### config.mk
export PLATFORM = sky130hd
export DESIGN_NAME = id_ctrl_flat
export DESIGN_NICKNAME = d
export VERILOG_FILES = /design/src/rtl/id_ctrl_pkg.sv /design/src/rtl/id_ctrl_if.sv /design/src/rtl/id_ctrl_hazard_unit.sv /design/src/rtl/id_ctrl.sv /design/src/flat_wrapper.sv
export SDC_FILE = /design/constraint.sdc
export NUM_CORES = 1
export LEC_CHECK = 0
export ABC_AREA = 1
export BUFFER_PORTS_ARGS = -buffer_cell sky130_fd_sc_hd__buf_2
export CORE_AREA = 2 2 118 120
export CTS_CLUSTER_SIZE = 24
export DETAILED_ROUTE_END_ITERATION = 6
export DIE_AREA = 0 0 120 122
export PLACE_DENSITY = 0.82
export SETUP_SLACK_MARGIN = 0.02
export SYNTH_ARGS = -nofsm -noshare
export SYNTH_HDL_FRONTEND = slang
export SYNTH_SLANG_ARGS = --single-unit
### constraint.sdc
create_clock -name clk -period 1.8 [get_ports clk]
set_input_delay 0.36 -clock clk [delete_from_list [all_inputs] [get_ports clk]]
set_output_delay 0.36 -clock clk [all_outputs]
set_load 0.1 [all_outputs]
### src/rtl/id_ctrl_pkg.sv
// Shared pipeline defines: opcode/funct constants and next-PC select encodings,
// also used by the fetch unit.
package id_ctrl_pkg;

    localparam logic [5:0] OP_RTYPE = 6'b000000;
    localparam logic [5:0] OP_J     = 6'b000010;
    localparam logic [5:0] OP_JAL   = 6'b000011;
    localparam logic [5:0] OP_BEQ   = 6'b000100;
    localparam logic [5:0] OP_ADDIU = 6'b001001;
    localparam logic [5:0] OP_ORI   = 6'b001101;
    localparam logic [5:0] OP_LW    = 6'b100011;
    localparam logic [5:0] OP_SW    = 6'b101011;

    localparam logic [5:0] FUNCT_JR = 6'b001000;

    typedef enum logic [1:0] {
        PC_ADD4 = 2'b00,
        PC_NPC  = 2'b01,
        PC_RFV1 = 2'b10
    } pcsel_e;

    function automatic logic is_jr(input logic [5:0] op, input logic [5:0] funct);
        return (op == OP_RTYPE) && (funct == FUNCT_JR);
    endfunction

endpackage

### src/rtl/id_ctrl_if.sv
// Decode-stage bus: fetch/forwarding inputs and IF/ID, branch and stall outputs.
interface id_ctrl_if;

    logic [31:0] instrF;
    logic [31:0] PC8F;
    logic [31:0] rs_val;
    logic [31:0] rt_val;
    logic        ex_load;
    logic        ex_regwrite;
    logic [4:0]  ex_wr_reg;
    logic        mem_load;
    logic [4:0]  mem_wr_reg;

    logic [31:0] instrD;
    logic [31:0] PC8D;
    logic [1:0]  PCsel;
    logic [15:0] i16;
    logic [25:0] i26;
    logic [31:0] PCtempD;
    logic        beq;
    logic        CO;
    logic        stall;
    logic [15:0] stall_cnt;

    modport master (
        output instrF, PC8F, rs_val, rt_val, ex_load, ex_regwrite, ex_wr_reg,
               mem_load, mem_wr_reg,
        input  instrD, PC8D, PCsel, i16, i26, PCtempD, beq, CO, stall, stall_cnt
    );

    modport slave (
        input  instrF, PC8F, rs_val, rt_val, ex_load, ex_regwrite, ex_wr_reg,
               mem_load, mem_wr_reg,
        output instrD, PC8D, PCsel, i16, i26, PCtempD, beq, CO, stall, stall_cnt
    );

endinterface

### src/rtl/id_ctrl_hazard_unit.sv
// Stall detection for the instruction held in IF/ID: load-use, branch-after-ALU
// and branch-after-load.
module hazard_unit
    import id_ctrl_pkg::*;
(
    input  logic [5:0] i_op,
    input  logic [5:0] i_funct,
    input  logic [4:0] i_rs,
    input  logic [4:0] i_rt,
    input  logic       i_ex_load,
    input  logic       i_ex_regwrite,
    input  logic [4:0] i_ex_wr_reg,
    input  logic       i_mem_load,
    input  logic [4:0] i_mem_wr_reg,
    output logic       o_stall
);

    logic w_uses_rs;
    logic w_uses_rt;
    logic w_needs_early;
    logic w_ex_hit;
    logic w_mem_hit;

    always_comb begin
        w_uses_rs     = 1'b0;
        w_uses_rt     = 1'b0;
        w_needs_early = 1'b0;
        unique case (i_op)
            OP_RTYPE: begin
                w_uses_rs     = 1'b1;
                w_uses_rt     = 1'b1;
                w_needs_early = is_jr(i_op, i_funct);
            end
            OP_BEQ: begin
                w_uses_rs     = 1'b1;
                w_uses_rt     = 1'b1;
                w_needs_early = 1'b1;
            end
            OP_ORI, OP_ADDIU, OP_LW: w_uses_rs = 1'b1;
            OP_SW: begin
                w_uses_rs = 1'b1;
                w_uses_rt = 1'b1;
            end
            default: ;
        endcase
    end

    // $0 is hardwired, so a zero destination never matches.
    assign w_ex_hit  = (i_ex_wr_reg != 5'd0) &&
                       ((w_uses_rs && (i_ex_wr_reg == i_rs)) ||
                        (w_uses_rt && (i_ex_wr_reg == i_rt)));
    assign w_mem_hit = (i_mem_wr_reg != 5'd0) &&
                       ((w_uses_rs && (i_mem_wr_reg == i_rs)) ||
                        (w_uses_rt && (i_mem_wr_reg == i_rt)));

    assign o_stall = (i_ex_load && w_ex_hit) ||
                     (w_needs_early && i_ex_regwrite && w_ex_hit) ||
                     (w_needs_early && i_mem_load && w_mem_hit);

endmodule

### src/rtl/id_ctrl.sv
// Decode-stage control: IF/ID register, branch/jump decode for fetch,
// hazard stall and a saturating stall counter.
module id_ctrl
    import id_ctrl_pkg::*;
(
    input  logic    clk,
    input  logic    reset,
    id_ctrl_if.slave bus
);

    logic [31:0] r_instrD;
    logic [31:0] r_PC8D;
    logic [15:0] r_stall_cnt;
    logic        w_stall;
    logic [5:0]  w_op;
    logic [5:0]  w_funct;
    pcsel_e      w_pcsel;

    assign w_op    = r_instrD[31:26];
    assign w_funct = r_instrD[5:0];

    hazard_unit u_hazard (
        .i_op          (w_op),
        .i_funct       (w_funct),
        .i_rs          (r_instrD[25:21]),
        .i_rt          (r_instrD[20:16]),
        .i_ex_load     (bus.ex_load),
        .i_ex_regwrite (bus.ex_regwrite),
        .i_ex_wr_reg   (bus.ex_wr_reg),
        .i_mem_load    (bus.mem_load),
        .i_mem_wr_reg  (bus.mem_wr_reg),
        .o_stall       (w_stall)
    );

    // No flush on taken branch/jump: the delay slot always executes.
    always_ff @(posedge clk or negedge reset) begin
        if (!reset) begin
            r_instrD <= '0;
            r_PC8D   <= '0;
        end else if (!w_stall) begin
            r_instrD <= bus.instrF;
            r_PC8D   <= bus.PC8F;
        end
    end

    always_ff @(posedge clk or negedge reset) begin
        if (!reset)
            r_stall_cnt <= '0;
        else if (w_stall && (r_stall_cnt != '1))
            r_stall_cnt <= r_stall_cnt + 16'd1;
    end

    always_comb begin
        w_pcsel = PC_ADD4;
        if ((w_op == OP_BEQ) || (w_op == OP_J) || (w_op == OP_JAL))
            w_pcsel = PC_NPC;
        else if (is_jr(w_op, w_funct))
            w_pcsel = PC_RFV1;
    end

    assign bus.instrD    = r_instrD;
    assign bus.PC8D      = r_PC8D;
    assign bus.PCsel     = w_pcsel;
    assign bus.i16       = r_instrD[15:0];
    assign bus.i26       = r_instrD[25:0];
    assign bus.PCtempD   = bus.rs_val;
    assign bus.beq       = (w_op == OP_BEQ);
    assign bus.CO        = (bus.rs_val == bus.rt_val);
    assign bus.stall     = w_stall;
    assign bus.stall_cnt = r_stall_cnt;

endmodule
### src/flat_wrapper.sv
// flat-port wrapper written by rule: the top's interface ports become plain ports
module id_ctrl_flat import id_ctrl_pkg::*;
  (clk, reset, bus_instrF, bus_PC8F, bus_rs_val, bus_rt_val, bus_ex_load, bus_ex_regwrite, bus_ex_wr_reg, bus_mem_load, bus_mem_wr_reg, bus_instrD, bus_PC8D, bus_PCsel, bus_i16, bus_i26, bus_PCtempD, bus_beq, bus_CO, bus_stall, bus_stall_cnt);
  id_ctrl_if bus_i ();
  input  logic clk;
  input  logic reset;
  input wire logic [$bits(bus_i.instrF)-1:0] bus_instrF;
  input wire logic [$bits(bus_i.PC8F)-1:0] bus_PC8F;
  input wire logic [$bits(bus_i.rs_val)-1:0] bus_rs_val;
  input wire logic [$bits(bus_i.rt_val)-1:0] bus_rt_val;
  input wire logic [$bits(bus_i.ex_load)-1:0] bus_ex_load;
  input wire logic [$bits(bus_i.ex_regwrite)-1:0] bus_ex_regwrite;
  input wire logic [$bits(bus_i.ex_wr_reg)-1:0] bus_ex_wr_reg;
  input wire logic [$bits(bus_i.mem_load)-1:0] bus_mem_load;
  input wire logic [$bits(bus_i.mem_wr_reg)-1:0] bus_mem_wr_reg;
  output wire logic [$bits(bus_i.instrD)-1:0] bus_instrD;
  output wire logic [$bits(bus_i.PC8D)-1:0] bus_PC8D;
  output wire logic [$bits(bus_i.PCsel)-1:0] bus_PCsel;
  output wire logic [$bits(bus_i.i16)-1:0] bus_i16;
  output wire logic [$bits(bus_i.i26)-1:0] bus_i26;
  output wire logic [$bits(bus_i.PCtempD)-1:0] bus_PCtempD;
  output wire logic [$bits(bus_i.beq)-1:0] bus_beq;
  output wire logic [$bits(bus_i.CO)-1:0] bus_CO;
  output wire logic [$bits(bus_i.stall)-1:0] bus_stall;
  output wire logic [$bits(bus_i.stall_cnt)-1:0] bus_stall_cnt;
  assign bus_i.instrF = bus_instrF;
  assign bus_i.PC8F = bus_PC8F;
  assign bus_i.rs_val = bus_rs_val;
  assign bus_i.rt_val = bus_rt_val;
  assign bus_i.ex_load = bus_ex_load;
  assign bus_i.ex_regwrite = bus_ex_regwrite;
  assign bus_i.ex_wr_reg = bus_ex_wr_reg;
  assign bus_i.mem_load = bus_mem_load;
  assign bus_i.mem_wr_reg = bus_mem_wr_reg;
  assign bus_instrD = bus_i.instrD;
  assign bus_PC8D = bus_i.PC8D;
  assign bus_PCsel = bus_i.PCsel;
  assign bus_i16 = bus_i.i16;
  assign bus_i26 = bus_i.i26;
  assign bus_PCtempD = bus_i.PCtempD;
  assign bus_beq = bus_i.beq;
  assign bus_CO = bus_i.CO;
  assign bus_stall = bus_i.stall;
  assign bus_stall_cnt = bus_i.stall_cnt;
  id_ctrl u_core (.clk(clk), .reset(reset), .bus(bus_i));
endmodule
---- Word-level counts from Yosys, hierarchy flattened ----
Cells that the tools add are included.
storage, ports and cells
  bits in registers ....................... 80
  output and inout bits ................... 159
cells by class
  add/subtract/negate cells ............... 1
  equality and inequality tests ........... 14
  muxes and demuxes ....................... 5
  reduce and logical (&&, ||, !) cells .... 24
operators by type and width
  kind                                           count
  == test 32 bit                                 1
  == test 5 bit                                  4
  == test 6 x 4 -> 1 bit, second input constant  3
  adder 16 x 1 -> 16 bit, second input constant  1
  != test 16 bit, second input constant          1
  logical AND 1 bit                              13
  == test 6 x 2 -> 1 bit, second input constant  2
  == test 6 bit, second input constant           2
  nonzero test 5 bit                             2
  == test 6 x 3 -> 1 bit, second input constant  1
  zero test 6 bit                                1
  logical OR 1 bit                               6
  OR reduction 6 bit                             1
  two-way mux 2 bit                              2
  OR reduction 3 bit                             1
  two-way mux 1 bit                              2
  case mux 1 bit (2 select lines)                1

---- Logic depth before layout (Yosys ltp) ----
Gate-level depths: netlist of the first run.
  depth after elaboration ................. 10
  gate-level depth with buffers ........... 13

---- Hierarchy ----
From an unflattened synthesis of the first run, not the netlist that was laid out.
unflattened totals
  cells, all modules ...................... 752
  area total of the unflattened synthesis .. 5121.2 um^2
modules (own cells, without submodules)
  module       instances  cells an instance  area an instance (um^2)
  id_ctrl      1          655                4645.7
  hazard_unit  1          97                 475.5

---- Worst setup path after synthesis of the first run ----
Ideal clock, no wire load.
  kind .................................... register to output
  start ................................... reg u_core.r_instrD[27] (netlist: u_core.bus.instrD[27])
  end ..................................... out bus_PCsel[0]
  arrival ................................. 3.352 ns
  data required time ...................... 1.440 ns
  slack ................................... -1.912 ns
  cell stages (with the launch flop) ...... 3
  path through ............................ dfrtp_1 > inv_2 > o31ai_1
between the ends
  cells in the longest elaborated chain, start to end .. 4
  elaborated cells between the ends (all ways) .. 6
  those cells by class .................... 3 x eq/ne; 1 x mux; 2 x reduce/logical
ends and longest elaborated chain
  what                                                                     line                RTL
  start, declared                                                          id_ctrl.sv:11       logic [31:0] r_instrD;
  start signal, assigned                                                   id_ctrl.sv:41       r_instrD <= bus.instrF;
  == test 6 x 3 -> 1 bit / == test 6 x 2 -> 1 bit (equally long branches)  id_ctrl.sv:55       if ((w_op == OP_BEQ) || (w_op == OP_J) || (w_op == OP_JAL))
  logical OR 1 bit                                                         id_ctrl.sv:55
  logical OR 1 bit (*)                                                     id_ctrl.sv:55
  two-way mux 2 bit (*)                                                    id_ctrl.sv:55
  end, declared                                                            flat_wrapper.sv:18  output wire logic [$bits(bus_i.PCsel)-1:0] bus_PCsel;
Every way passes the cells marked *; elsewhere a longest branch is shown, timed or not.

---- Worst setup path in the final report of the first run ----
  start ................................... reg u_core.r_instrD[31] (netlist: u_core.bus.instrD[31])
  end ..................................... out bus_PCsel[0]
The elaborated chain is that of the path after synthesis.

==> results of run 1 <==
-- cell type report --
type / instances / area, µm²
multi-input combinational: 431 / 2430
clock buffer: 12 / 246
tap: 180 / 225
timing repair buffer: 356 / 2310
inverter: 43 / 176
sequential: 80 / 2070
fill: 1244 / 6010
clock inverter: 4 / 30.0
-- final timing paths --
path	start	end	slack (ns)	depth (start not counted)
worst max-delay path	u_core.bus.instrD[31]	bus_PCsel[0]	-0.33	8
worst min-delay path	reset	u_core.bus.instrD[25]	0.02	2
worst max register to register	u_core.bus.instrD[31]	u_core.bus.stall_cnt[10]	-0.21	14
worst min register to register	u_core.bus.PC8D[12]	u_core.bus.PC8D[12]	0.47	2
max in group asynchronous	reset	u_core.bus.stall_cnt[7]	1.35	2
min in group clk	bus_instrF[30]	u_core.bus.instrD[30]	0.23	3
-- critical path: cells and delay by family (launching register included) --
family / cells / cell delay [ns]
flops: 1 / 0.50
compound gates: 1 / 0.07
simple gates: 3 / 0.31
buf+inv: 4 / 0.55
-- kinds of logic (layout without fill, tap and decap cells) --
group,Yosys count,count (layout)
AND/OR/NAND/NOR,372,372
buffers and inverters,140,415
flip-flops,80,80
XOR/XNOR,47,47
AO/OA/AOI/OAI,11,11
adder cells (fa/ha/maj),1,1
-- power by group --
part | switching, mW | total, mW | leakage (nW) | internal [mW]
Sequential | 0.0735 | 1.96 | 0.921 | 1.89
Clock | 0.737 | 1.72 | 0.133 | 0.979
Combinational | 1.63 | 2.05 | 3.04 | 0.420
-- cell usage in the layout, fill, tap and decap left out, types with 5 or more instances in the layout --
| master | netlist | routed |
|---|---|---|
| sky130_fd_sc_hd__buf_2 | 1 | 289 |
| sky130_fd_sc_hd__dfrtp_4 | 0 | 10 |
| sky130_fd_sc_hd__dfrtp_1 | 80 | 42 |
| sky130_fd_sc_hd__nand2_1 | 218 | 207 |
| sky130_fd_sc_hd__buf_4 | 80 | 32 |
| sky130_fd_sc_hd__nor2_1 | 32 | 27 |
| sky130_fd_sc_hd__nand3_1 | 95 | 74 |
| sky130_fd_sc_hd__buf_8 | 0 | 5 |
| sky130_fd_sc_hd__nand4_1 | 7 | 7 |
| sky130_fd_sc_hd__nand3_2 | 0 | 19 |
| sky130_fd_sc_hd__xnor2_1 | 28 | 21 |
| sky130_fd_sc_hd__inv_4 | 0 | 6 |
| sky130_fd_sc_hd__nand2_2 | 3 | 10 |
| sky130_fd_sc_hd__xor2_1 | 19 | 18 |
| sky130_fd_sc_hd__dfrtp_2 | 0 | 28 |
| sky130_fd_sc_hd__xnor2_2 | 0 | 5 |
| sky130_fd_sc_hd__clkbuf_16 | 0 | 12 |
| sky130_fd_sc_hd__inv_1 | 40 | 36 |
| sky130_fd_sc_hd__buf_12 | 0 | 11 |
| sky130_fd_sc_hd__buf_6 | 3 | 12 |
-- per-layer routing --
metal | vias up | GRT usage
li1 | 2515 | -
met5 | - | 0
met1 | 2413 | 0.256
met4 | 0 | 0.0647
met3 | 19 | 0.0351
met2 | 194 | 0.340
-- per-stage QoR --
stage | hold WS, ns | setup TNS (ns) | utilization
after detailed placement | 0.423 | -4.89 | 0.487
after CTS | 0.0664 | -11.20 | 0.526
final | 0.0186 | -12.14 | 0.555
after global placement | 0.421 | -1.49 | 0.487
after global routing | 0.0680 | -21.06 | 0.555
after floorplan | 0.0644 | -10.51 | -
-- timing repair --
action	in CTS	in global routing
resized for setup	29	59
buffers inserted	5	5
gates cloned	3	4
endpoints found under the setup margin	66	85
pin swaps	8	42
-- registers in the layout (all words and copies together) (netlist names) --
name and count:
u_core.bus.stall_cnt 16, u_core.bus.instrD 32, u_core.bus.PC8D 32
==> flow_results.xml, run 1 <==
<?xml version="1.0" encoding="UTF-8"?>
<metrics>
  <group name="status">
    <metric name="status" unit="">finished, violations left</metric>
    <metric name="failed_checks" unit="">negative setup slack</metric>
  </group>
  <group name="setup_path">
    <metric name="timing.setup.critical_path_class" unit="">register to primary output</metric>
    <metric name="timing.critical_path.fanout_max" unit="">3</metric>
    <metric name="max_stage_delay" unit="ns">0.50</metric>
    <metric name="cp-end-kind" unit="">primary output</metric>
    <metric name="library_cell_contributing_the_largest_single_delay_on_the_critical_path" unit="">sky130_fd_sc_hd__dfrtp_4</metric>
    <metric name="crit_path_cell_trace" unit="">inv_4, nand2_4, nor2_4, nand3_4, buf_4, buf_6, o31ai_4, buf_12</metric>
    <metric name="timing.critical_path.required" unit="ns">1.44</metric>
    <metric name="worst_setup_path_start_kind" unit="">register</metric>
    <metric name="worst-endpoint-arrival" unit="ns">1.77</metric>
  </group>
  <group name="sta">
    <metric name="period_needed" unit="ns">2.13</metric>
    <metric name="hold_viol_final" unit="">0</metric>
    <metric name="maxClockFrequency" unit="MHz">470</metric>
    <metric name="slew_violations" unit="">0</metric>
    <metric name="layout_worst_path_cycle_share" unit="">1.18</metric>
    <metric name="timing_worst_slew_pin_value" unit="ns">0.543</metric>
    <metric name="final_clock_skew" unit="ns">0.00886</metric>
    <metric name="report.final.setup_viol" unit="">71</metric>
    <metric name="finalWorstSetupSlack" unit="ns">-0.327</metric>
    <metric name="slew_headroom" unit="">0.640</metric>
    <metric name="setup_repair_after_global_routing_missed_its_margin" unit="">true</metric>
  </group>
  <group name="floorplanning">
    <metric name="placementRows" unit="">43</metric>
    <metric name="design.core.area" unit="µm²">13500</metric>
    <metric name="chipHeight" unit="µm">122</metric>
    <metric name="die_ar" unit="µm²">14600</metric>
    <metric name="number_of_top_level_pins" unit="">302</metric>
    <metric name="initial_core_util" unit="">0.365</metric>
    <metric name="die_w" unit="µm">120</metric>
  </group>
  <group name="clock_network">
    <metric name="clock_tree.buffer_depth" unit="">2</metric>
    <metric name="cts.htree.levels" unit="">3</metric>
    <metric name="tritoncts_clock_tree" unit="">yes</metric>
    <metric name="clk_latency" unit="ns">0.33</metric>
    <metric name="cts_root_buf" unit="">sky130_fd_sc_hd__clkbuf_16</metric>
    <metric name="cts_made_buffers" unit="">9</metric>
    <metric name="cts_sinks" unit="">80</metric>
    <metric name="clk_pin_slew" unit="ns">0.06</metric>
    <metric name="post_cts_hold_buffer_count" unit="">0</metric>
  </group>
  <group name="placed_design">
    <metric name="dp.final_hpwl" unit="µm">11300</metric>
    <metric name="placement_stage_worst_setup_slack" unit="ns">-0.167</metric>
    <metric name="placedCellCount" unit="">1074</metric>
    <metric name="placement.cell_area" unit="µm²">6580</metric>
    <metric name="port-buffer-count" unit="">301</metric>
    <metric name="finalWeightedCongestion" unit="">0.895</metric>
  </group>
  <group name="detailed_routing">
    <metric name="drtAntennaViolNets" unit="">0</metric>
    <metric name="detailedRoute.firstIterationViolations" unit="">217</metric>
    <metric name="routed_via_density" unit="">4.65</metric>
    <metric name="drc_errors" unit="">0</metric>
    <metric name="wire_length_on_met1" unit="µm">6660</metric>
    <metric name="route.final.wire_length" unit="µm">15800</metric>
    <metric name="route.met3.wl" unit="µm">805</metric>
    <metric name="firstDrtPassIters" unit="">7</metric>
    <metric name="dr.max_layer_used" unit="">met4</metric>
    <metric name="num_vias" unit="">5141</metric>
    <metric name="wl_per_cell" unit="µm">14.2</metric>
    <metric name="wl_met2" unit="µm">8020</metric>
  </group>
  <group name="synthesis">
    <metric name="synth_top_area_cell" unit="">sky130_fd_sc_hd__dfrtp_1</metric>
    <metric name="synth_cell_types" unit="">28</metric>
    <metric name="combinational_family_with_the_most_area_after_synthesis" unit="">simple AND/OR/NAND/NOR gates</metric>
    <metric name="ys_seq_elements" unit="">80</metric>
    <metric name="total_standard_cell_area_after_synthesis" unit="µm²">4930</metric>
    <metric name="syn_nets" unit="">795</metric>
    <metric name="synth.mux.area_fraction" unit="">0</metric>
    <metric name="yosys_warnings" unit="">0</metric>
    <metric name="compound_gate_fraction_of_synth_area" unit="">0.0140</metric>
    <metric name="yosys.area_share.xor_xnor" unit="">0.0835</metric>
    <metric name="syn_inst" unit="">651</metric>
    <metric name="synthArstFlopShare" unit="">1.00</metric>
    <metric name="number_of_enable_flip_flop_cells_after_synthesis" unit="">0</metric>
    <metric name="synth_commonest_cells" unit="">218 x sky130_fd_sc_hd__nand2_1, 95 x sky130_fd_sc_hd__nand3_1, 80 x sky130_fd_sc_hd__buf_4, 80 x sky130_fd_sc_hd__dfrtp_1, 40 x sky130_fd_sc_hd__inv_1</metric>
    <metric name="synth_area_leaders" unit="">sky130_fd_sc_hd__dfrtp_1 41%, sky130_fd_sc_hd__nand2_1 17%, sky130_fd_sc_hd__buf_4 12%</metric>
    <metric name="synth.most_common_cell" unit="">sky130_fd_sc_hd__nand2_1</metric>
    <metric name="post_synth_and_or_nand_nor_area_fraction" unit="">0.322</metric>
    <metric name="synth-adder-area-share" unit="">0.00254</metric>
    <metric name="yosysSeqAreaShare" unit="">0.406</metric>
    <metric name="ys_dominant_reg_cell" unit="">sky130_fd_sc_hd__dfrtp_1</metric>
    <metric name="synth_top_area_share" unit="">0.406</metric>
    <metric name="syn_area_per_cell" unit="µm²">7.58</metric>
  </group>
  <group name="finish">
    <metric name="nNetsFinal" unit="">1065</metric>
    <metric name="synthesis_to_finish_area_growth" unit="%">51.9</metric>
    <metric name="insertedDiodeCount" unit="">0</metric>
    <metric name="finish.instance_area" unit="µm²">7490</metric>
    <metric name="final_cells" unit="">1106</metric>
    <metric name="share_of_cells_above_drive_strength_1" unit="">0.515</metric>
  </group>
  <group name="power">
    <metric name="power.static_leakage" unit="nW">4.09</metric>
    <metric name="p_per_area" unit="nW/µm²">765</metric>
    <metric name="peakVddDrop" unit="mV">0.577</metric>
    <metric name="fin_total_pwr" unit="mW">5.73</metric>
  </group>
  <group name="global_route">
    <metric name="grt_max_degree" unit="">81</metric>
    <metric name="number_of_global_route_vias_before_repair" unit="">4699</metric>
    <metric name="grt_antenna_before_repair" unit="">0</metric>
    <metric name="grt_first_pass_wirelength" unit="µm">23200</metric>
    <metric name="grt.total_usage" unit="">0.199</metric>
    <metric name="globalRouteOverflowTotal" unit="">0</metric>
  </group>
  <group name="job">
    <metric name="max_cap_viol_count" unit="">0</metric>
  </group>
  <group name="min_path">
    <metric name="hold_path.class" unit="">input pin to asynchronous set/reset pin</metric>
  </group>
</metrics>
(Power assumes the default switching activity.)
==> run 2: changes to the inputs <==
Settings changed: CORE_AREA 2 2 118 120 to default, CORE_MARGIN from default to 2, CORE_UTILIZATION from default to 40, DIE_AREA 0 0 120 122 to default, PLACE_DENSITY 0.82 to 0.86, SYNTH_HIERARCHICAL from default to 1.
==> flow_results.xml, run 2 <==
<?xml version="1.0" encoding="UTF-8"?>
<metrics>
  <group name="finish">
    <metric name="fillCellCount" unit="">1129</metric>
    <metric name="leading_cell_type_in_the_layout_fill_and_taps_excluded" unit="">sky130_fd_sc_hd__nand2_1</metric>
    <metric name="share_of_cells_above_drive_strength_1" unit="">0.424</metric>
    <metric name="layout.area.seq" unit="µm²">2060</metric>
    <metric name="area_of_the_multi_input_gates" unit="µm²">2310</metric>
    <metric name="final_core_util" unit="">0.578</metric>
    <metric name="layout_common_cells" unit="">319 x sky130_fd_sc_hd__nand2_1, 295 x sky130_fd_sc_hd__buf_2, 77 x sky130_fd_sc_hd__inv_1, 76 x sky130_fd_sc_hd__nor2_1, 56 x sky130_fd_sc_hd__dfrtp_1</metric>
    <metric name="synthesis_to_finish_area_growth" unit="%">41.9</metric>
    <metric name="insertedDiodeCount" unit="">0</metric>
    <metric name="nNetsFinal" unit="">1167</metric>
  </group>
  <group name="placed_design">
    <metric name="port-buffer-count" unit="">301</metric>
    <metric name="dp.final_hpwl" unit="µm">11600</metric>
    <metric name="finalWeightedCongestion" unit="">0.892</metric>
  </group>
  <group name="detailed_routing">
    <metric name="wl_per_cell" unit="µm">12.3</metric>
    <metric name="routed_via_density" unit="">4.45</metric>
    <metric name="detailedRoute.firstIterationViolations" unit="">371</metric>
    <metric name="num_vias" unit="">5341</metric>
    <metric name="drc_errors" unit="">0</metric>
    <metric name="firstDrtPassIters" unit="">5</metric>
    <metric name="route.final.wire_length" unit="µm">14800</metric>
    <metric name="drtAntennaViolNets" unit="">0</metric>
  </group>
  <group name="floorplanning">
    <metric name="design.core.area" unit="µm²">12600</metric>
    <metric name="die_ar" unit="µm²">13700</metric>
    <metric name="placementRows" unit="">41</metric>
    <metric name="die_w" unit="µm">117</metric>
    <metric name="number_of_top_level_pins" unit="">302</metric>
    <metric name="initial_core_util" unit="">0.407</metric>
    <metric name="chipHeight" unit="µm">117</metric>
  </group>
  <group name="synthesis">
    <metric name="synthArstFlopShare" unit="">1.00</metric>
    <metric name="number_of_enable_flip_flop_cells_after_synthesis" unit="">0</metric>
    <metric name="syn_inst" unit="">752</metric>
    <metric name="yosysSeqAreaShare" unit="">0.391</metric>
    <metric name="ys_dominant_reg_cell" unit="">sky130_fd_sc_hd__dfrtp_1</metric>
    <metric name="synth_area_leaders" unit="">sky130_fd_sc_hd__dfrtp_1 39%, sky130_fd_sc_hd__nand2_1 24%, sky130_fd_sc_hd__buf_4 11%</metric>
    <metric name="synth_top_area_cell" unit="">sky130_fd_sc_hd__dfrtp_1</metric>
    <metric name="syn_nets" unit="">896</metric>
    <metric name="syn_area_per_cell" unit="µm²">6.81</metric>
    <metric name="synth_cell_types" unit="">26</metric>
    <metric name="synth.most_common_cell" unit="">sky130_fd_sc_hd__nand2_1</metric>
    <metric name="total_standard_cell_area_after_synthesis" unit="µm²">5120</metric>
    <metric name="synth_commonest_cells" unit="">323 x sky130_fd_sc_hd__nand2_1, 86 x sky130_fd_sc_hd__nor2_1, 80 x sky130_fd_sc_hd__dfrtp_1</metric>
    <metric name="synth_top_area_share" unit="">0.391</metric>
    <metric name="ys_seq_elements" unit="">80</metric>
    <metric name="yosys_warnings" unit="">6</metric>
  </group>
  <group name="global_route">
    <metric name="number_of_global_route_vias_before_repair" unit="">4716</metric>
    <metric name="met3_usage" unit="">0.0546</metric>
    <metric name="gr-usage-met1" unit="">0.246</metric>
    <metric name="global_route.peak_usage_layer" unit="">met2</metric>
    <metric name="grt.total_usage" unit="">0.210</metric>
    <metric name="met2_usage" unit="">0.368</metric>
    <metric name="grt_antenna_before_repair" unit="">0</metric>
    <metric name="grt_max_degree" unit="">49</metric>
    <metric name="grt_first_pass_wirelength" unit="µm">22200</metric>
    <metric name="globalRouteOverflowTotal" unit="">0</metric>
  </group>
  <group name="min_path">
    <metric name="min-delay-start" unit="">bus_PC8F[6]</metric>
    <metric name="hold_path.class" unit="">input pin to register</metric>
    <metric name="min_path_cells" unit="">3</metric>
    <metric name="worst_hold_path.endpoint" unit="">u_core/bus.PC8D[6]</metric>
  </group>
  <group name="status">
    <metric name="status" unit="">finished, violations left</metric>
    <metric name="failed_checks" unit="">negative setup slack</metric>
  </group>
  <group name="setup_path">
    <metric name="timing.critical_path.required" unit="ns">1.44</metric>
    <metric name="worst-endpoint-arrival" unit="ns">1.91</metric>
    <metric name="timing.reg2reg.worst_path_depth" unit="">17</metric>
    <metric name="r2r_start" unit="">u_core/bus.instrD[30]</metric>
    <metric name="rrSetupSlack" unit="ns">-0.45</metric>
    <metric name="timing.setup.critical_path_class" unit="">register to primary output</metric>
    <metric name="r2r-end" unit="">u_core/bus.stall_cnt[15]</metric>
    <metric name="cp-end-kind" unit="">primary output</metric>
    <metric name="worst_setup_path_start_kind" unit="">register</metric>
    <metric name="timing.critical_path.fanout_max" unit="">5</metric>
  </group>
  <group name="sta">
    <metric name="timing_worst_slew_pin_value" unit="ns">0.538</metric>
    <metric name="finalWorstSetupSlack" unit="ns">-0.469</metric>
    <metric name="hold_viol_final" unit="">0</metric>
    <metric name="hold_slack" unit="ns">0.209</metric>
    <metric name="period_needed" unit="ns">2.27</metric>
    <metric name="slew_headroom" unit="">0.644</metric>
    <metric name="slew_violations" unit="">0</metric>
    <metric name="final_clock_skew" unit="ns">0.0100</metric>
    <metric name="setup_repair_after_global_routing_missed_its_margin" unit="">true</metric>
    <metric name="maxClockFrequency" unit="MHz">441</metric>
    <metric name="layout_worst_path_cycle_share" unit="">1.26</metric>
    <metric name="report.final.setup_viol" unit="">84</metric>
  </group>
  <group name="clock_network">
    <metric name="cts_root_buf" unit="">sky130_fd_sc_hd__clkbuf_16</metric>
    <metric name="cts_made_buffers" unit="">9</metric>
    <metric name="cts.htree.levels" unit="">3</metric>
    <metric name="tritoncts_clock_tree" unit="">yes</metric>
    <metric name="clk_pin_slew" unit="ns">0.06</metric>
    <metric name="clock_tree.buffer_depth" unit="">2</metric>
    <metric name="cts_sinks" unit="">80</metric>
    <metric name="clk_latency" unit="ns">0.34</metric>
  </group>
  <group name="power">
    <metric name="peakVddDrop" unit="mV">0.544</metric>
    <metric name="fin_total_pwr" unit="mW">6.25</metric>
    <metric name="p_per_area" unit="nW/µm²">860</metric>
    <metric name="power.static_leakage" unit="nW">4.28</metric>
  </group>
  <group name="job">
    <metric name="max_cap_viol_count" unit="">0</metric>
  </group>
</metrics>
==> run 2: changes by cell type in the layout (fill, tap and decap cells not counted), moves of 7 or more <==
cell                      previous run  this run
sky130_fd_sc_hd__nand2_1           207       319
sky130_fd_sc_hd__nor2_4              3        10
sky130_fd_sc_hd__nand3_1            74        14
sky130_fd_sc_hd__nand3_2            19         4
sky130_fd_sc_hd__buf_4              32        39
sky130_fd_sc_hd__inv_1              36        77
sky130_fd_sc_hd__dfrtp_1            42        56
sky130_fd_sc_hd__nor2_1             27        76
sky130_fd_sc_hd__buf_6              12         4
sky130_fd_sc_hd__xnor2_1            21         4
sky130_fd_sc_hd__dfrtp_2            28        13
==> run 2: how the worst max path moves through the flow <==
stage / start / end / slack, ns / cells after the start
final: u_core/bus.instrD[30] / bus_stall / -0.47 / 11
after global routing: u_core/bus.instrD[30] / u_core/bus.stall_cnt[15] / -0.60 / 17
after CTS: u_core/bus.instrD[31] / bus_stall / -0.44 / 11
after detailed placement: u_core/bus.instrD[31] / u_core/bus.stall_cnt[12] / -0.19 / 15
after global placement: u_core/bus.instrD[31] / u_core/bus.PC8D[25] / -0.13 / 12
after floorplan: u_core/bus.instrD[27] / u_core/bus.stall_cnt[15] / -0.48 / 17
==> run 2: report_power, final <==
part	total, mW	leakage, nW	internal [mW]	switching, mW
logic	2.23	3.20	0.422	1.81
registers	2.01	0.917	1.91	0.105
clock network	2.01	0.162	1.23	0.776
total	6.25	4.28	3.56	2.69
==> run 2: logic make-up after synthesis <==
logic type | after synthesis | share of synthesized area
and+or+nand+nor | 459 | 0.362
buffers and inverters | 174 | 0.184
DFF | 80 | 0.391
xor gates and xnor gates | 28 | 0.0479
AOI/OAI and AO/OA | 10 | 0.0127
adders and majority gates | 1 | 0.00244
==> run 2: area by class of cell <==
type | count | area share
inverters | 85 | 0.0451
repair buffers | 349 | 0.279
clock buffers | 9 | 0.0310
multi-input cells | 498 | 0.318
flip-flops and latches | 80 | 0.283
well taps | 172 | 0.0296
clock inverters | 7 | 0.0141
==> run 2: worst max-delay path, cell delays in order, from the launching register on <==
cell and delay (ns):
sky130_fd_sc_hd__dfrtp_4 0.52, sky130_fd_sc_hd__inv_2 0.07, sky130_fd_sc_hd__nand2_2 0.05, sky130_fd_sc_hd__nor2_2 0.12, sky130_fd_sc_hd__nand3_1 0.09, sky130_fd_sc_hd__nand2_1 0.10, sky130_fd_sc_hd__nand2_1 0.06, sky130_fd_sc_hd__nand2_1 0.07
sky130_fd_sc_hd__nand3_2 0.12, sky130_fd_sc_hd__nand2_8 0.10, sky130_fd_sc_hd__buf_6 0.10, sky130_fd_sc_hd__buf_12 0.16
==> run 2: repair_timing <==
| item | 4_1_cts | 5_1_grt |
|---|---|---|
| setup buffers | 2 | 2 |
| resized for setup | 23 | 11 |
| hold buffers | 1 | 0 |
| endpoints found under the setup margin | 82 | 85 |
| pin swaps | 12 | 11 |
| endpoints found under the hold margin | 31 | 0 |
==> run 2: metal layers <==
metal  share of wire  vias to the layer above
li1                -                     2707
met1            0.41                     2394
met2            0.50                      219
met3           0.074                       21
met4           0.020                        0
met5               0                        -
==> run 2: metrics by stage <==
| step | worst slack [ns] | area (µm²) | std cells | TNS [ns] |
|---|---|---|---|---|
| global route | -0.602 | 7270 | 1200 | -28.92 |
| floorplan | -0.483 | 5240 | 752 | -26.64 |
| detailed placement | -0.193 | 6770 | 1179 | -9.80 |
| CTS | -0.436 | 7220 | 1198 | -15.72 |
| finish | -0.469 | 7270 | 1200 | -18.58 |
| global placement | -0.125 | 6770 | 1179 | -6.93 |
==> run 3: changes to the inputs <==
Settings changed: REMOVE_ABC_BUFFERS from default to 1.
==> flow_results.xml, run 3 (same netlist as run 2, synthesis figures left out) <==
<?xml version="1.0" encoding="UTF-8"?>
<metrics>
  <group name="status">
    <metric name="status" unit="">finished, violations left</metric>
    <metric name="failed_checks" unit="">negative setup slack</metric>
  </group>
  <group name="sta">
    <metric name="report.final.setup_viol" unit="">84</metric>
    <metric name="layout_worst_path_cycle_share" unit="">1.23</metric>
    <metric name="hold_slack" unit="ns">0.216</metric>
    <metric name="period_needed" unit="ns">2.21</metric>
    <metric name="finalWorstSetupSlack" unit="ns">-0.412</metric>
    <metric name="setup_repair_after_global_routing_missed_its_margin" unit="">true</metric>
    <metric name="maxClockFrequency" unit="MHz">452</metric>
    <metric name="final_clock_skew" unit="ns">0.00853</metric>
    <metric name="slew_violations" unit="">0</metric>
    <metric name="timing_worst_slew_pin_value" unit="ns">0.523</metric>
    <metric name="hold_viol_final" unit="">0</metric>
    <metric name="slew_headroom" unit="">0.653</metric>
  </group>
  <group name="placed_design">
    <metric name="placement_stage_worst_setup_slack" unit="ns">-0.134</metric>
    <metric name="placedCellCount" unit="">1171</metric>
    <metric name="port-buffer-count" unit="">301</metric>
    <metric name="finalWeightedCongestion" unit="">0.883</metric>
    <metric name="dp.final_hpwl" unit="µm">11500</metric>
  </group>
  <group name="setup_path">
    <metric name="cp-end-kind" unit="">primary output</metric>
    <metric name="timing.critical_path.required" unit="ns">1.44</metric>
    <metric name="timing.setup.critical_path_class" unit="">register to primary output</metric>
    <metric name="crit_path_cell_trace" unit="">buf_6, nor2_4, nand3_1, nand2_1, nor2_1, nor2_1, nand3_2, nand2_4, buf_12, buf_16</metric>
    <metric name="critical_path.top_delay_family" unit="">simple AND/OR/NAND/NOR gates</metric>
    <metric name="critical_path_buf_inv_count" unit="">3</metric>
    <metric name="worst_setup_path_start_kind" unit="">register</metric>
    <metric name="worst-endpoint-arrival" unit="ns">1.85</metric>
    <metric name="library_cell_contributing_the_largest_single_delay_on_the_critical_path" unit="">sky130_fd_sc_hd__dfrtp_1</metric>
    <metric name="timing.critical_path.fanout_max" unit="">3</metric>
    <metric name="path_common_cell" unit="">sky130_fd_sc_hd__nor2_1</metric>
    <metric name="max_stage_delay" unit="ns">0.42</metric>
  </group>
  <group name="detailed_routing">
    <metric name="routed_via_density" unit="">4.58</metric>
    <metric name="drtAntennaViolNets" unit="">0</metric>
    <metric name="wl_per_cell" unit="µm">13.4</metric>
    <metric name="detailedRoute.firstIterationViolations" unit="">374</metric>
    <metric name="num_vias" unit="">5546</metric>
    <metric name="firstDrtPassIters" unit="">5</metric>
    <metric name="drc_errors" unit="">0</metric>
    <metric name="route.final.wire_length" unit="µm">16200</metric>
  </group>
  <group name="floorplanning">
    <metric name="placementRows" unit="">41</metric>
    <metric name="die_ar" unit="µm²">13700</metric>
    <metric name="design.core.area" unit="µm²">12600</metric>
    <metric name="initial_core_util" unit="">0.407</metric>
    <metric name="number_of_top_level_pins" unit="">302</metric>
    <metric name="chipHeight" unit="µm">117</metric>
    <metric name="die_w" unit="µm">117</metric>
  </group>
  <group name="power">
    <metric name="switching_share" unit="">0.424</metric>
    <metric name="power.static_leakage" unit="nW">4.52</metric>
    <metric name="power_switching" unit="mW">2.67</metric>
    <metric name="peakVddDrop" unit="mV">0.632</metric>
    <metric name="power_frac_clock" unit="">0.324</metric>
    <metric name="fin_total_pwr" unit="mW">6.31</metric>
    <metric name="power.sequential.fraction" unit="">0.317</metric>
    <metric name="power_report.internal_total" unit="mW">3.64</metric>
    <metric name="combinationalPowerShare" unit="">0.359</metric>
    <metric name="p_per_area" unit="nW/µm²">834</metric>
  </group>
  <group name="finish">
    <metric name="layout_common_cells" unit="">312 x sky130_fd_sc_hd__nand2_1, 294 x sky130_fd_sc_hd__buf_2, 76 x sky130_fd_sc_hd__dfrtp_1, 75 x sky130_fd_sc_hd__inv_1, 73 x sky130_fd_sc_hd__nor2_1</metric>
    <metric name="synthesis_to_finish_area_growth" unit="%">47.7</metric>
    <metric name="share_of_cells_above_drive_strength_1" unit="">0.422</metric>
    <metric name="final_cells" unit="">1210</metric>
    <metric name="leading_cell_type_in_the_layout_fill_and_taps_excluded" unit="">sky130_fd_sc_hd__nand2_1</metric>
    <metric name="final_core_util" unit="">0.602</metric>
    <metric name="nNetsFinal" unit="">1176</metric>
  </group>
  <group name="global_route">
    <metric name="number_of_global_route_vias_before_repair" unit="">4878</metric>
    <metric name="grt_first_pass_wirelength" unit="µm">23900</metric>
    <metric name="grt_antenna_before_repair" unit="">1</metric>
    <metric name="grt_max_degree" unit="">39</metric>
    <metric name="grt.total_usage" unit="">0.227</metric>
    <metric name="globalRouteOverflowTotal" unit="">0</metric>
  </group>
  <group name="job">
    <metric name="max_cap_viol_count" unit="">0</metric>
  </group>
  <group name="min_path">
    <metric name="hold_path.class" unit="">input pin to register</metric>
  </group>
  <group name="clock_network">
    <metric name="cts.htree.levels" unit="">3</metric>
    <metric name="clk_latency" unit="ns">0.34</metric>
    <metric name="clock_tree.buffer_depth" unit="">2</metric>
    <metric name="tritoncts_clock_tree" unit="">yes</metric>
    <metric name="clk_pin_slew" unit="ns">0.06</metric>
    <metric name="cts_root_buf" unit="">sky130_fd_sc_hd__clkbuf_16</metric>
    <metric name="cts_made_buffers" unit="">9</metric>
    <metric name="cts_sinks" unit="">80</metric>
  </group>
</metrics>
run 3: cell count changes in the layout (fill, tap and decap cells not counted), moves of 3 or more:
cell,delta
sky130_fd_sc_hd__bufbuf_16,+5
sky130_fd_sc_hd__nand2_2,+6
sky130_fd_sc_hd__dfrtp_4,-11
sky130_fd_sc_hd__inv_2,+3
sky130_fd_sc_hd__nor2_1,-3
sky130_fd_sc_hd__nand2_1,-7
sky130_fd_sc_hd__dfrtp_1,+20
sky130_fd_sc_hd__dfrtp_2,-9
sky130_fd_sc_hd__buf_4,-9
sky130_fd_sc_hd__buf_6,+7
sky130_fd_sc_hd__nor2_2,+4
sky130_fd_sc_hd__buf_16,+5
run 3: timing repair:
item | CTS | global route
buffers inserted | 8 | 5
hold buffers | 1 | 0
setup endpoints to repair | 82 | 88
endpoints found under the hold margin | 23 | 0
pin swaps | 15 | 13
gates cloned | 10 | 0
gates resized for setup | 61 | 24
run 3: worst paths after layout:
kind	endpoint	startpoint	depth (start not counted)	slack, ns
max in group asynchronous	u_core/bus.stall_cnt[2]	reset	3	0.77
hold reg to reg	u_core/bus.PC8D[3]	u_core/bus.PC8D[3]	2	0.48
min in group asynchronous	u_core/bus.PC8D[0]	reset	2	0.48
setup / recovery	bus_stall	u_core/bus.instrD[31]	10	-0.41
hold / removal	u_core/bus.PC8D[28]	bus_PC8F[28]	3	0.22
setup reg to reg	u_core/bus.stall_cnt[6]	u_core/bus.instrD[31]	15	-0.37
run 3: metrics by stage:
| stage | TNS (ns) | instance area [µm²] |
|---|---|---|
| 5_1_grt | -27.37 | 7560 |
| 6_report | -20.48 | 7570 |
| 2_1_floorplan | -418.08 | 4500 |
| 3_3_place_gp | -0.440 | 6600 |
| 4_1_cts | -16.46 | 7460 |
| 3_5_place_dp | -2.05 | 6600 |
run 3: power by group through the flow:
stage	sequential [mW]	combinational, mW	clock, mW
6_report	2.00	2.27	2.05
3_5_place_dp	2.03	2.21	0
5_1_grt	2.01	2.37	2.18
3_3_place_gp	2.02	2.19	0
2_1_floorplan	3.12	0.276	0
4_1_cts	2.00	2.24	2.08
run 3: worst min-delay path, stage by stage:
cell and delay, ns:
sky130_fd_sc_hd__buf_2 0.07, sky130_fd_sc_hd__nand2_1 0.04, sky130_fd_sc_hd__nand2_1 0.04
run 3: area by class of cell:
class,count,area (µm²)
Antenna cell,1,2.50
Multi-Input combinational cell,498,2320
Clock buffer,11,253
Tap cell,172,215
Sequential cell,80,2010
Timing Repair Buffer,357,2330
Timing Repair inverter,1,16.3
Clock inverter,5,86.3
Fill cell,1100,5000
Inverter,85,332
run 3: routing by layer:
layer / GRT usage / wire [µm]
met3: 0.0510 / 1200
met5: 0 / 0
met4: 0.0910 / 384
met1: 0.280 / 6520
met2: 0.386 / 8070
